$ cat src/rtl/pulse_stretcher.sv
// Turns 1-cycle internal strobes into clean off-chip pulses with guaranteed
// minimum high and low widths; strobes arriving mid-pulse are queued and replayed.
module pulse_stretcher #(
    parameter int HIGH_CYCLES = 4,
    parameter int LOW_CYCLES  = 4,
    parameter int CNT_W       = 8,
    parameter int PEND_W      = 4
) (
    input  logic              clk,
    input  logic              rst,
    input  logic              trigIn,
    input  logic              clrOverflow,
    output logic              signalOut,
    output logic              busy,
    output logic [PEND_W-1:0] pending,
    output logic              overflow
);

    typedef enum logic [1:0] {
        IDLE = 2'd0,
        HIGH = 2'd1,
        LOW  = 2'd2
    } stateT;

    localparam logic [CNT_W-1:0]  HIGH_LAST = CNT_W'(HIGH_CYCLES - 1);
    localparam logic [CNT_W-1:0]  LOW_LAST  = CNT_W'(LOW_CYCLES - 1);
    localparam logic [PEND_W-1:0] PEND_MAX  = {PEND_W{1'b1}};

    stateT             state, stateNext;
    logic [CNT_W-1:0]  cnt, cntNext;
    logic [PEND_W-1:0] pendingNext;
    logic              overflowNext;
    logic              decision;
    logic              request;

    // NOTE: every signal written here gets a default first so no latch is inferred.
    always_comb begin
        stateNext    = state;
        cntNext      = cnt;
        pendingNext  = pending;
        overflowNext = overflow & ~clrOverflow;
        decision     = (state == IDLE) || (state == LOW && cnt == LOW_LAST);
        request      = trigIn || (pending != '0);

        case (state)
            IDLE: if (request) stateNext = HIGH;
            HIGH: if (cnt == HIGH_LAST) stateNext = LOW;
            LOW:  if (cnt == LOW_LAST) stateNext = request ? HIGH : IDLE;
            default: stateNext = IDLE;
        endcase

        // The width/guard counter restarts from zero on every state entry.
        if (stateNext != state || state == IDLE)
            cntNext = '0;
        else
            cntNext = cnt + 1'b1;

        // A trigger at a decision point replaces the queued event it would have
        // consumed, so pending only moves when exactly one of the two happens.
        if (decision) begin
            if (pending != '0 && !trigIn)
                pendingNext = pending - 1'b1;
        end else if (trigIn) begin
            if (pending == PEND_MAX)
                overflowNext = 1'b1;
            else
                pendingNext = pending + 1'b1;
        end
    end

    // NOTE: sequential state uses non-blocking assignments only, so every
    // register samples the pre-edge values computed above.
    always_ff @(posedge clk) begin
        if (rst) begin
            state     <= IDLE;
            cnt       <= '0;
            pending   <= '0;
            overflow  <= 1'b0;
            signalOut <= 1'b0;
            busy      <= 1'b0;
        end else begin
            state     <= stateNext;
            cnt       <= cntNext;
            pending   <= pendingNext;
            overflow  <= overflowNext;
            signalOut <= (stateNext == HIGH);
            busy      <= (stateNext != IDLE);
        end
    end

endmodule

$ cat config.mk
export PLATFORM = sky130hd
export DESIGN_NAME = pulse_stretcher
export DESIGN_NICKNAME = d
export VERILOG_FILES = /design/src/rtl/pulse_stretcher.sv
export SDC_FILE = /design/constraint.sdc
export NUM_CORES = 1
export LEC_CHECK = 0
export ABC_AREA = 1
export BUFFER_PORTS_ARGS = -buffer_cell sky130_fd_sc_hd__buf_4
export CORE_MARGIN = 2
export CORE_UTILIZATION = 63
export CTS_BUF_LIST = sky130_fd_sc_hd__clkbuf_2 sky130_fd_sc_hd__clkbuf_4 sky130_fd_sc_hd__clkbuf_8
export CTS_CLUSTER_SIZE = 25
export DETAILED_ROUTE_END_ITERATION = 8
export PLACE_DENSITY = 0.84
export SLEW_MARGIN = 20
export SYNTH_ARGS = -nofsm -noshare
export SYNTH_HDL_FRONTEND = slang
export SYNTH_SLANG_ARGS = --single-unit
$ cat constraint.sdc
create_clock -name clk -period 6.3 [get_ports clk]
set_input_delay 1.26 -clock clk [delete_from_list [all_inputs] [get_ports clk]]
set_output_delay 1.26 -clock clk [all_outputs]
set_load 0.01 [all_outputs]
== After elaboration in Yosys (flattened, before gate mapping) ==
Cells that the tools add are included.
Word-level totals
  logic and storage cells: 43
  bits in latches: 0
  memories: 0
  bits in writable memories: 0
  input bits: 4
  ROM bits: 0
  flip-flop bits (word level): 17
Cells by class
  bitwise logic cells: 2
  $mul: 0
  divide/modulo/power cells: 0
  reduce and logical (&&, ||, !) cells: 12
  shift-type cells: 0
  magnitude comparators: 0
  add/sub/neg operators: 3
  equal/unequal tests: 8
  muxes and demuxes: 12
Operator list (number)
  4-bit 2-to-1 mux: 4
  8-bit by 1-bit adder with 8-bit output (second input constant): 1
  8-bit by 2-bit == test with 1-bit output (second input constant): 1
  2-bit 2-to-1 mux: 3
  2-bit one-hot mux with 3 select lines: 1
  4-bit by 1-bit adder with 4-bit output (second input constant): 1
  2-bit by 1-bit == test with 1-bit output (second input constant): 2
  4-bit == test (second input constant): 1
  1-bit 2-to-1 mux: 4
  2-bit nonzero test: 2
  4-bit nonzero test: 1
  4-bit by 1-bit subtractor with 4-bit output (second input constant): 1
  1-bit logical OR: 3
  3-bit AND reduction: 1
  2-bit == test (second input constant): 1
  1-bit logical AND: 2
  2-bit zero test: 1
  2-bit by 1-bit inequality test with 1-bit output (second input constant): 1
  2-bit inequality test: 1
  2-bit inequality test (second input constant): 1
  2-bit OR reduction: 1
  1-bit bitwise AND: 1
  1-bit zero test: 1
  1-bit NOT: 1

== Depth between registers and ports, before layout ==
Gate-level depths: netlist (run 1).
  depth after elaboration: 8
  depth in mapped cells: 18
  gate-level depth less buffers: 18

== Least setup slack after synthesis (run 1) ==
No wires, ideal clock.
  path kind: reg-to-reg
  start: reg cnt[0]
  end: reg pending[3]
  setup time: 115 ps
  stages on the path, launching flop included: 19
  required time: 6185 ps
  buffers on the path: 0
  setup slack: 4306 ps
  arrival time: 1879 ps
  cells stage by stage: dfxtp_1 > ha_1 > nand2_2 > nor2_4 > nand2_4 > nand2_4 > nand2_1 > inv_1 > ha_1 > nand2_1 > nand2_1 > nor2_1 > inv_1 > nand3_1 > nand2_1 > inv_1 > nand3_2 > nand2_1 > nor2_1
On the way
  word-level cells in the longest chain between the ends: 5
  elaborated cells between the ends (all ways): 8
  those cells by class: eq/ne (3); mux (1); reduce/logical (4)
Ends and longest elaborated chain
  from (decl): RTL line 30  | logic [CNT_W-1:0] cnt, cntNext;
  from (signal assigned): RTL line 83  | cnt <= cntNext;
  8-bit by 2-bit == test with 1-bit output *: RTL line 42  | decision = (state == IDLE) || (state == LOW && cnt == LOW_LAST);
  1-bit logical AND *: RTL line 42
  1-bit logical OR *: RTL line 42
  2-bit by 1-bit inequality test with 1-bit output (no source line) (tied with other cells)
  3-bit AND reduction (no source line)
  to (signal assigned): RTL line 84  | pending <= pendingNext;
  to (decl): RTL line 15  | output logic [PEND_W-1:0] pending,
Mark *: on every way between the ends. The rest lies on a longest branch, timed or not.
A chain may end at the register's enable or synchronous reset.

== Worst setup path in the final report (run 1) ==
Ends and elaborated chain as after synthesis.

==> results of run 1 <==
[cells in the mapped netlist]
master / n / area, µm²
a21oi_1: 9 / 45.0
a21oi_2: 1 / 8.76
dfxtp_1: 17 / 340
fa_1: 1 / 20.0
ha_1: 3 / 37.5
inv_1: 15 / 56.3
inv_2: 6 / 22.5
nand2_1: 23 / 86.3
nand2_2: 5 / 31.3
nand2_4: 2 / 22.5
nand3_1: 8 / 40.0
nand3_2: 2 / 20.0
nand3b_1: 2 / 15.0
nand4_1: 1 / 6.26
nor2_1: 13 / 48.8
nor2_2: 1 / 6.26
nor2_4: 2 / 22.5
nor3_1: 1 / 5.00
nor3_2: 2 / 20.0
nor4_1: 1 / 6.26
nor4_2: 1 / 12.5
o21ai_0: 3 / 15.0
o21ai_1: 2 / 10.0
or2_2: 1 / 6.26
xnor2_1: 1 / 8.76
xor2_1: 1 / 8.76
[worst paths after layout]
| path | from | slack [ns] | cells past startpoint | to |
|---|---|---|---|---|
| setup / recovery | cnt[0] | 4.00 | 18 | pending[3] |
| hold / removal | overflow | 0.46 | 2 | overflow |
| setup reg to reg | cnt[0] | 4.00 | 18 | pending[3] |
| hold reg to reg | overflow | 0.46 | 2 | overflow |
[flip-flops by register name, indices dropped and copies added (netlist names)]
name       count
cnt            8
pending        4
state          2
busy           1
overflow       1
signalOut      1
[metrics by stage]
step | utilization, % | total power [µW] | setup slack, ns | std cells | hold WS, ns
after detailed placement | 76.2 | 358 | 4.06 | 149 | 0.450
after global routing | 78.2 | 452 | 3.82 | 153 | 0.504
after global placement | 76.2 | 350 | 4.18 | 149 | 0.434
final | 78.2 | 418 | 4.00 | 153 | 0.464
after CTS | 78.2 | 416 | 4.01 | 153 | 0.464
after floorplan | - | 299 | 4.31 | 124 | 0.418
[report_power, final]
part           switching [µW]  total, µW  internal, µW
logic                     124        206          82.1
registers                22.4        154           131
clock network            34.9       58.6          23.6
total                     182        418           237
[worst min-delay path, delay by kind of cell, from the launching register on]
kind | cells | cell delay, ns
compound gates | 1 | 0.05
flops | 1 | 0.32
simple gates | 1 | 0.06
[routing by layer]
layer | part of all wire [%] | track usage (%) | vias up
met5 | 0 | 0 | -
met3 | 3.3 | 3.45 | 7
met4 | 2.3 | 12.5 | 0
met1 | 49 | 27.3 | 379
met2 | 46 | 36.0 | 18
li1 | - | - | 424
[final cells by class]
cell class | count | area, µm² | area share [%]
clock buffer | 3 | 22.5 | 2.16
timing repair buffer | 10 | 75.1 | 7.19
sequential | 17 | 340 | 32.6
multi-input combinational | 86 | 503 | 48.2
inverter | 21 | 78.8 | 7.55
clock inverter | 1 | 5.00 | 0.480
tap | 15 | 18.8 | 1.80
[kinds of logic (layout without fill, tap and decap cells)]
group | Yosys count | after routing
xor+xnor | 2 | 2
flops | 17 | 17
fa+ha+maj | 4 | 4
buf+inv | 21 | 35
simple gates | 65 | 65
compound gates | 15 | 15
==> summary.md, run 1 <==
| Metric | Value |
|---|---|
| Final nets | 147 |
| Worst-path cell chain | ha_1 -> nand2_2 -> nor2_4 -> nand2_4 -> nand2_4 -> nand2_1 -> inv_1 -> ha_1 -> nand2_1 -> nand2_1 -> nor2_1 -> inv_1 -> nand3_1 -> nand2_1 -> inv_1 -> nand3_2 -> nand2_1 -> nor2_1 |
| Worst setup SP type | flop |
| WL final | 1.75 mm |
| Grt ovf | 0 |
| Dpl hpwl | 1.39 mm |
| Final ANT Viol Nets | 0 |
| # port buffers | 10 |
| Largest net degree at the start of global routing | 11 |
| Max-slew violation count | 0 |
| Die area | 1790 µm² |
| First-pass GRT wire length | 3.04 mm |
| Hold-fix buffers, CTS | 0 |
| Synth Warn # | 0 |
| Max frequency | 435 MHz |
| Resize count post-CTS | 0 |
| Clock H-tree levels | 1 |
| IO Pins | 11 |
| Clock Tree Buf Depth | 2 |
| Die Wd | 42.3 µm |
| Initial antenna violation count | 0 |
| Clock latency on the worst-skew pair | 0.30 ns |
| Post-DP Area | 1020 µm² |
| Final hold viol count | 0 |
| Vias | 828 |
| Largest family of logic cells by synthesized area | simple AND/OR/NAND/NOR gates |
| Period minus WS final | 2.30 ns |
| Drc violations | 0 |
| TritonCTS Buffers | 3 |
| TritonCTS clock tree | built |
| Number of setup buffers added after CTS | 0 |
| Status | finished clean |
| Final instance area | 1040 µm² |
| Synth Area in Simple Gates | 37.9% |
| Post-Synthesis Net Count | 132 |
| Mux share of post-synthesis cell area | 0% |
| Crit path DAT | 2.49 ns |
| Lkg Pwr | 0.000485 µW |
| Wire length per cell | 11.4 µm |
| WP buf/inv | 3 |
| Clk_skew | 0.0117 ns |
| Most frequent cells in the layout | nand2_1, dfxtp_1, inv_1 |
| CP top delay family | simple AND/OR/NAND/NOR gates |
| Distinct cells, synth | 26 |
| VDD IR-drop max | 0.000249 V |
| Slew HR | 79.3% |
| Vias in the first global route | 771 |
| Clock sinks | 17 |
| Register bit total from synthesis | 17 |
| Crit Path Class | flop to flop |
| Row count | 13 |
| Synth Area in Compound Gates | 8.55% |
| Initial Utilization | 69.1% |
| Slowest CP cell | dfxtp_1 |
| Sequential element share of the synthesized area | 36.9% |
| Max-cap violations | 0 |
| Syn Area/Cell | 7.44 µm² |
| Req. time, crit path | 6.49 ns |
| Area grow syn2layout | 13.2% |
| CP most frequent cell | nand2_1 |
| Worst setup EP type | flop |
| GPL Wtd Cong | 0.846 |
| Layout cell share with drive strength beyond 1 | 26.8% |
| Mapped cell area | 922 µm² |
| Antenna diode count | 0 |
| Adder-Cell Fraction of Synth Area | 6.24% |
| Setup TNS | 0 ns |
| Pwr dens | 401 nW/µm² |
| Final setup fails | 0 |
| Clock input transition at the sequential cells of the worst setup and hold paths | 0.10 ns |
| Worst path max stage delay | 0.37 ns |
| GRT Total Usage | 22.1% |
| DR pass1 iterations | 4 |
| Most common cell after layout, fill and taps aside | nand2_1 |
| Die H | 42.3 µm |
| RSZ-0062 raised after global routing | false |
| Vias per Instance | 5.41 |
| Root Buffer | clkbuf_4 |
| Core footprint | 1330 µm² |
| Final Cycle Share | 36.5% |
| Synth Area in XOR/XNOR | 1.90% |
| Syn Inst Count | 124 |
| Fill count | 110 |
| Critical-path maximum fanout | 5 |
| Hold WC Path Type | flop to flop |
| Measured slew at the worst slew-check pin | 0.307 ns |
| Drt initial violations | 21 |
No activity file was read; power rests on OpenSTA's default activity.
==> run 2: changes to the inputs <==
ABC_AREA = 0   (was 1)
CORE_UTILIZATION = 58   (was 63)
PLACE_DENSITY = 0.79   (was 0.84)
clock period = 2.4 ns   (was 6.3 ns; I/O delays follow)
==> run 2 against run 1 <==
Compared with the run above:
- the flow now finishes with violations (negative setup slack)
- worst setup slack lost 4.1 ns
- count of clock-buffer cells in the layout unchanged
- worst hold slack worse by 0.044 ns
- critical endpoint unchanged
- core utilization fell by 0.60 points
==> summary.md, run 2 <==
| Metric | Value |
|---|---|
| Max-slew violation count | 0 (unchanged) |
| Worst setup EP type | flop |
| Die Wd | 43.2 µm (+2.3%) |
| Max reg flops | 8 (unchanged) |
| Measured slew at the worst slew-check pin | 0.399 ns (+0.0915 ns) |
| Largest net degree at the start of global routing | 14 (+3) |
| Slowest CP cell | or4_4 |
| WL final | 1.85 mm (+5.9%) |
| Ys async rst share | 0% (unchanged) |
| TritonCTS Buffers | 3 (unchanged) |
| Final Cycle Share | 105% (+68 points) |
| Req. time, crit path | 2.60 ns (-3.89 ns) |
| Wire length per cell | 13.7 µm (+20%) |
| Post-Synthesis Net Count | 102 (-23%) |
| Vias per Instance | 5.56 (+2.7%) |
| Most common cell after layout, fill and taps aside | buf_4 |
| Cell taking the most area after synthesis | dfxtp_1 |
| Syn Area/Cell | 9.50 µm² (+28%) |
| Grt ovf | 0 (unchanged) |
| Number of synthesized flops with an enable pin | 0 (unchanged) |
| Initial Utilization | 60.7% (-8.4 points) |
| Fill count | 103 (-6.4%) |
| Worst setup slack after layout | -0.116 ns (-4.12 ns) |
| Crit path DAT | 2.72 ns (+0.23 ns) |
| Worst R2R Path Depth | 8 (-10) |
| Vias | 750 (-9.4%) |
| Register bit total from synthesis | 17 (unchanged) |
| Distinct cells, synth | 36 (+38%) |
| Clk_skew | 0.000722 ns (-0.0110 ns) |
| Drt initial violations | 3 (-86%) |
| Die H | 43.2 µm (+2.3%) |
| Area of the multi-input gates | 564 µm² (+12%) |
| Final core occ | 77.6% (-0.60 points) |
| Sequential element share of the synthesized area | 38.1% (+1.2 points) |
| Antenna diode count | 0 (unchanged) |
| First-pass GRT wire length | 3.07 mm (+1.1%) |
| VDD IR-drop max | 0.00103 V (+310%) |
| Core footprint | 1470 µm² (+10%) |
| # port buffers | 10 (unchanged) |
| Clock sinks | 17 (unchanged) |
| GPL Wtd Cong | 0.830 (-1.9%) |
| IO Pins | 11 (unchanged) |
| Root Buffer | clkbuf_4 |
| Worst path max stage delay | 0.56 ns (+0.19 ns) |
| Most flops, register | cnt |
| WP buf/inv | 0 (-3) |
| Status | finished with violations |
| Syn Inst Count | 94 (-24%) |
| Max frequency | 397 MHz (-8.6%) |
| Setup TNS | -0.116 ns (-0.116 ns) |
| Dpl hpwl | 1.43 mm (+2.6%) |
| Clock H-tree levels | 1 (unchanged) |
| TritonCTS clock tree | built |
| Biggest regs | cnt (8), pending (4), state (2) |
| Layout cell share with drive strength beyond 1 | 37.0% (+10 points) |
| Final setup fails | 1 (+1) |
| Cell count of the worst hold path | 2 (unchanged) |
| Clock latency on the worst-skew pair | 0.30 ns (about the same) |
| Final Power | 1080 µW (+160%) |
| Worst setup SP type | flop |
| Drc violations | 0 (unchanged) |
| Final ANT Viol Nets | 0 (unchanged) |
| RSZ-0062 raised after global routing | true |
| Final nets | 128 (-13%) |
| Failing checks | negative setup slack |
| Area grow syn2layout | 27.9% |
| Top cell type's share of synthesized area | 38.1% (+1.2 points) |
| Top cells by count, synth | dfxtp_1, nor2_1, nor2b_1 |
| Period minus WS final | 2.52 ns (+0.217 ns) |
| Final hold viol count | 0 (unchanged) |
| Most common cell in the netlist | dfxtp_1 |
| Reg area | 343 µm² (+0.74%) |
| Synth top area cells | dfxtp_1, nor2_1, ha_1 |
| Slew HR | 73.2% (-6.1 points) |
| Resize count post-CTS | 0 (unchanged) |
| Number of cells on the critical path | 8 (-10) |
| Synth Warn # | 0 (unchanged) |
| Pwr dens | 941 nW/µm² (+130%) |
| CP top delay family | compound AO/OA/AOI/OAI gates |
| Hold WC Path Type | input pin to flop |
| GRT Total Usage | 22.5% (+0.40 points) |
| Synth Flop Type | dfxtp_1 |
| Row count | 14 (+1) |
| Most frequent cells in the layout | buf_4, dfxtp_1, nor2_1 |
| Initial antenna violation count | 0 (unchanged) |
| Crit Path Class | flop to flop |
| DR pass1 iterations | 3 (-1) |
| Worst Hold Slack | 0.420 ns (-0.0439 ns) |
| Clock input transition at the sequential cells of the worst setup and hold paths | 0.10 ns (about the same) |
| Hold-fix buffers, CTS | 0 (unchanged) |
| Worst-path cell chain | or4_4 -> o31ai_4 -> nor2b_4 -> ha_4 -> a21o_1 -> a2111oi_2 -> a22oi_1 -> mux2_2 |
| Mapped cell area | 893 µm² (-3.1%) |
| Die area | 1870 µm² (+4.7%) |
| Lkg Pwr | 0.000494 µW (+1.8%) |
| Vias in the first global route | 728 (-5.6%) |
| Max-cap violations | 0 (unchanged) |
| Critical-path maximum fanout | 3 (-2) |
| Clock Tree Buf Depth | 2 (unchanged) |
| Setup WS pre-CTS | -0.108 ns (-4.16 ns) |
run 2: where the power goes:
part / internal (µW) / switching [µW] / leakage, µW / total, µW
clock network: 62.3 / 95.9 / 0.0000177 / 158
registers: 334 / 83.3 / 0.000140 / 417
logic: 282 / 217 / 0.000337 / 500
run 2: repair_timing:
item | 4_1_cts | 5_1_grt
pin swaps | 1 | 0
endpoints found under the setup margin | 1 | 2
setup buffers | 0 | 0
run 2: area by class of cell:
cell class                      instances  area share, %
Clock inverter                          1          0.438
Timing Repair Buffer                   24           15.8
Clock buffer                            3           1.97
Tap cell                               16           1.75
Inverter                                2          0.657
Multi-Input combinational cell         72           49.4
Sequential cell                        17           30.0
run 2: metrics by stage:
stage,instances,instance area [µm²]
2_1_floorplan,94,927
3_3_place_gp,131,1110
3_5_place_dp,131,1110
4_1_cts,135,1140
5_1_grt,135,1140
6_report,135,1140
run 2: final timing paths:
kind	from	to	slack, ns
max	cnt[7]	pending[3]	-0.12
min	rst	state[1]	0.42
max reg2reg	cnt[7]	pending[3]	-0.12
min reg2reg	cnt[0]	cnt[0]	0.54
run 2: per-layer routing:
| metal | up-vias | track usage [%] | wire length (µm) |
|---|---|---|---|
| met4 | 0 | 15.2 | 42 |
| met2 | 10 | 36.1 | 870 |
| met1 | 350 | 27.7 | 891 |
| met3 | 5 | 2.55 | 48 |
| li1 | 385 | - | - |
| met5 | - | 0 | 0 |
run 2: kinds of logic (layout without fill, tap and decap cells):
group,count (synthesis),after routing,share of synthesized area (%)
and+or+nand+nor,42,42,25.9
DFF,17,17,38.1
AOI/OAI and AO/OA,14,14,14.3
xor gates and xnor gates,7,7,6.86
muxes,5,5,6.16
buffers and inverters,5,30,2.24
adders and majority gates,4,4,6.44
==> run 3: changes to the inputs <==
CORE_UTILIZATION = 40   (was 58)
PLACE_DENSITY = 0.58   (was 0.79)
REMOVE_ABC_BUFFERS = 1   (was default)
==> run 3 against run 2 <==
Compared with the run above:
- the run still ends with negative setup slack left
- register-to-register slack improved by 0.04 ns
- critical path depth unchanged
- combinational power increased by 16%
- total power increased by 7.6%
- core utilization decreased by 22 points
- design area increased by 6.2%
- via count decreased by 0.53%
- first-iteration DRC count increased to 3.7 times the previous value
- sequential share of layout area decreased by 1.8 points
- die area increased by 41%
- clock power about the same
- critical path type unchanged
- largest cell class unchanged
==> summary.md, run 3 (same netlist as run 2, synthesis figures left out) <==
| Metric | Value |
|---|---|
| Initial antenna violation count | 0 (unchanged) |
| Pint | 727 µW (+7.1%) |
| Die Wd | 51.3 µm (+19%) |
| GRT Total Usage | 16.4% (-6.1 points) |
| DR pass1 iterations | 3 (unchanged) |
| Vias in the first global route | 703 (-3.4%) |
| Most flops, register | cnt |
| Measured slew at the worst slew-check pin | 0.392 ns (-0.00741 ns) |
| Final nets | 131 (+2.3%) |
| Final setup fails | 1 (unchanged) |
| Antenna diode count | 0 (unchanged) |
| Req. time, crit path | 2.59 ns (about the same) |
| Clock sinks | 17 (unchanged) |
| Drt initial violations | 11 (+8) |
| Layout cell share with drive strength beyond 1 | 39.3% (+2.4 points) |
| Clock input transition at the sequential cells of the worst setup and hold paths | 0.11 ns (about the same) |
| IO Pins | 11 (unchanged) |
| Grt ovf | 0 (unchanged) |
| Final Cycle Share | 103% (-1.7 points) |
| Lkg Pwr | 0.000519 µW (+5.0%) |
| Period minus WS final | 2.48 ns (-0.0409 ns) |
| Core footprint | 2170 µm² (+47%) |
| First-pass GRT wire length | 3.20 mm (+4.3%) |
| Area grow syn2layout | 35.9% |
| Row count | 17 (+3) |
| Hold WC Path Type | input pin to flop |
| Max-slew violation count | 0 (unchanged) |
| Critical-path maximum fanout | 2 (-1) |
| Seq pwr share | 36.2% (-2.6 points) |
| Final Power | 1160 µW (+7.6%) |
| Largest net degree at the start of global routing | 14 (unchanged) |
| Switching share of power | 37.2% (+0.32 points) |
| Initial Utilization | 41.2% (-20 points) |
| TritonCTS Buffers | 3 (unchanged) |
| Crit path DAT | 2.67 ns (-0.05 ns) |
| Root Buffer | clkbuf_4 |
| Failing checks | negative setup slack |
| Worst setup EP type | flop |
| WL final | 1.85 mm (-0.11%) |
| Most common cell after layout, fill and taps aside | buf_4 |
| Max reg flops | 8 (unchanged) |
| Vias per Instance | 4.97 (-10%) |
| Worst setup SP type | flop |
| Clock latency on the worst-skew pair | 0.29 ns (about the same) |
| Biggest regs | cnt (8), pending (4), state (2) |
| Clock H-tree levels | 1 (unchanged) |
| RSZ-0062 raised after global routing | true |
| Logic pwr share | 50.1% (+3.6 points) |
| Final hold viol count | 0 (unchanged) |
| Worst setup slack after layout | -0.0751 ns (+0.0409 ns) |
| # port buffers | 10 (unchanged) |
| Crit Path Class | flop to flop |
| Max-cap violations | 0 (unchanged) |
| Most frequent cells in the layout | buf_4, dfxtp_1, nor2_1 |
| Wire length per cell | 12.3 µm (-10%) |
| TritonCTS clock tree | built |
| Die area | 2630 µm² (+41%) |
| Drc violations | 0 (unchanged) |
| Die H | 51.3 µm (+19%) |
| GPL Wtd Cong | 0.729 (-12%) |
| Hold-fix buffers, CTS | 0 (unchanged) |
| Clock Tree Buf Depth | 2 (unchanged) |
| Vias | 746 (-0.53%) |
| Clk_skew | 0.00248 ns (+0.00176 ns) |
| Dpl hpwl | 1.32 mm (-7.9%) |
| Fill count | 213 (+110%) |
| VDD IR-drop max | 0.000757 V (-26%) |
| Slew HR | 73.7% (+0.50 points) |
| Status | finished with violations |
| Clock share of power | 13.7% (-1.0 points) |
| Final ANT Viol Nets | 0 (unchanged) |
| Setup TNS | -0.0751 ns (+0.0409 ns) |
| Pwr dens | 953 nW/µm² (+1.3%) |
| P_sw | 430 µW (+8.5%) |
| Max frequency | 404 MHz (+1.7%) |
run 3: worst max-delay path, stage by stage, from the launching register on:
cell and delay (ns):
dfxtp_2 0.34, or4_4 0.55, o31ai_4 0.20, nor2b_4 0.22, ha_4 0.21, a21o_1 0.18
a2111oi_4 0.28, a22oi_1 0.13, mux2_2 0.27
run 3: cell type report:
class                      count  area [µm²]  area share [%]
timing repair buffer          27         206            17.0
clock buffer                   3        22.5            1.86
tap                           28        35.0            2.89
sequential                    17         343            28.2
multi-input combinational     72         594            49.0
clock inverter                 1        5.00           0.412
inverter                       2        7.51           0.619
run 3: path summary, 6_finish.rpt:
path | startpoint | end | cells after the start | slack [ns]
min | rst | state[1] | 2 | 0.44
max | cnt[6] | pending[3] | 8 | -0.08
max reg2reg | cnt[6] | pending[3] | 8 | -0.08
min reg2reg | cnt[0] | cnt[0] | 2 | 0.54
run 3: power by group through the flow:
stage                     sequential [µW]  clock (µW)  combinational, µW
after floorplan                       420           0                258
after global placement                414           0                445
after detailed placement              414           0                461
after CTS                             419         170                546
after global routing                  430         185                631
final                                 419         159                579
run 3: per-stage QoR:
stage	hold WS, ns	util, %	setup WS, ns	cells	area [µm²]
2_1_floorplan	0.442	-	-0.407	91	881
3_5_place_dp	0.528	50.9	-0.272	144	1100
6_report	0.438	55.9	-0.0751	150	1210
4_1_cts	0.426	54.9	-0.0733	148	1190
5_1_grt	0.428	55.9	-0.143	150	1210
3_3_place_gp	0.524	50.9	-0.225	144	1100
run 3: routing by layer:
| metal | GRT usage (%) | share of wire (%) | up-vias |
|---|---|---|---|
| met5 | 0 | 0 | - |
| met4 | 6.58 | 0.92 | 0 |
| met3 | 3.51 | 2.2 | 2 |
| met2 | 24.2 | 46 | 6 |
| met1 | 23.1 | 50 | 349 |
| li1 | - | - | 389 |
run 3: timing repair:
action | 4_1_cts | 5_1_grt
resized for setup | 11 | 1
endpoints found under the setup margin | 2 | 2
gates cloned | 0 | 0
pin swaps | 5 | 2
setup buffers | 0 | 2
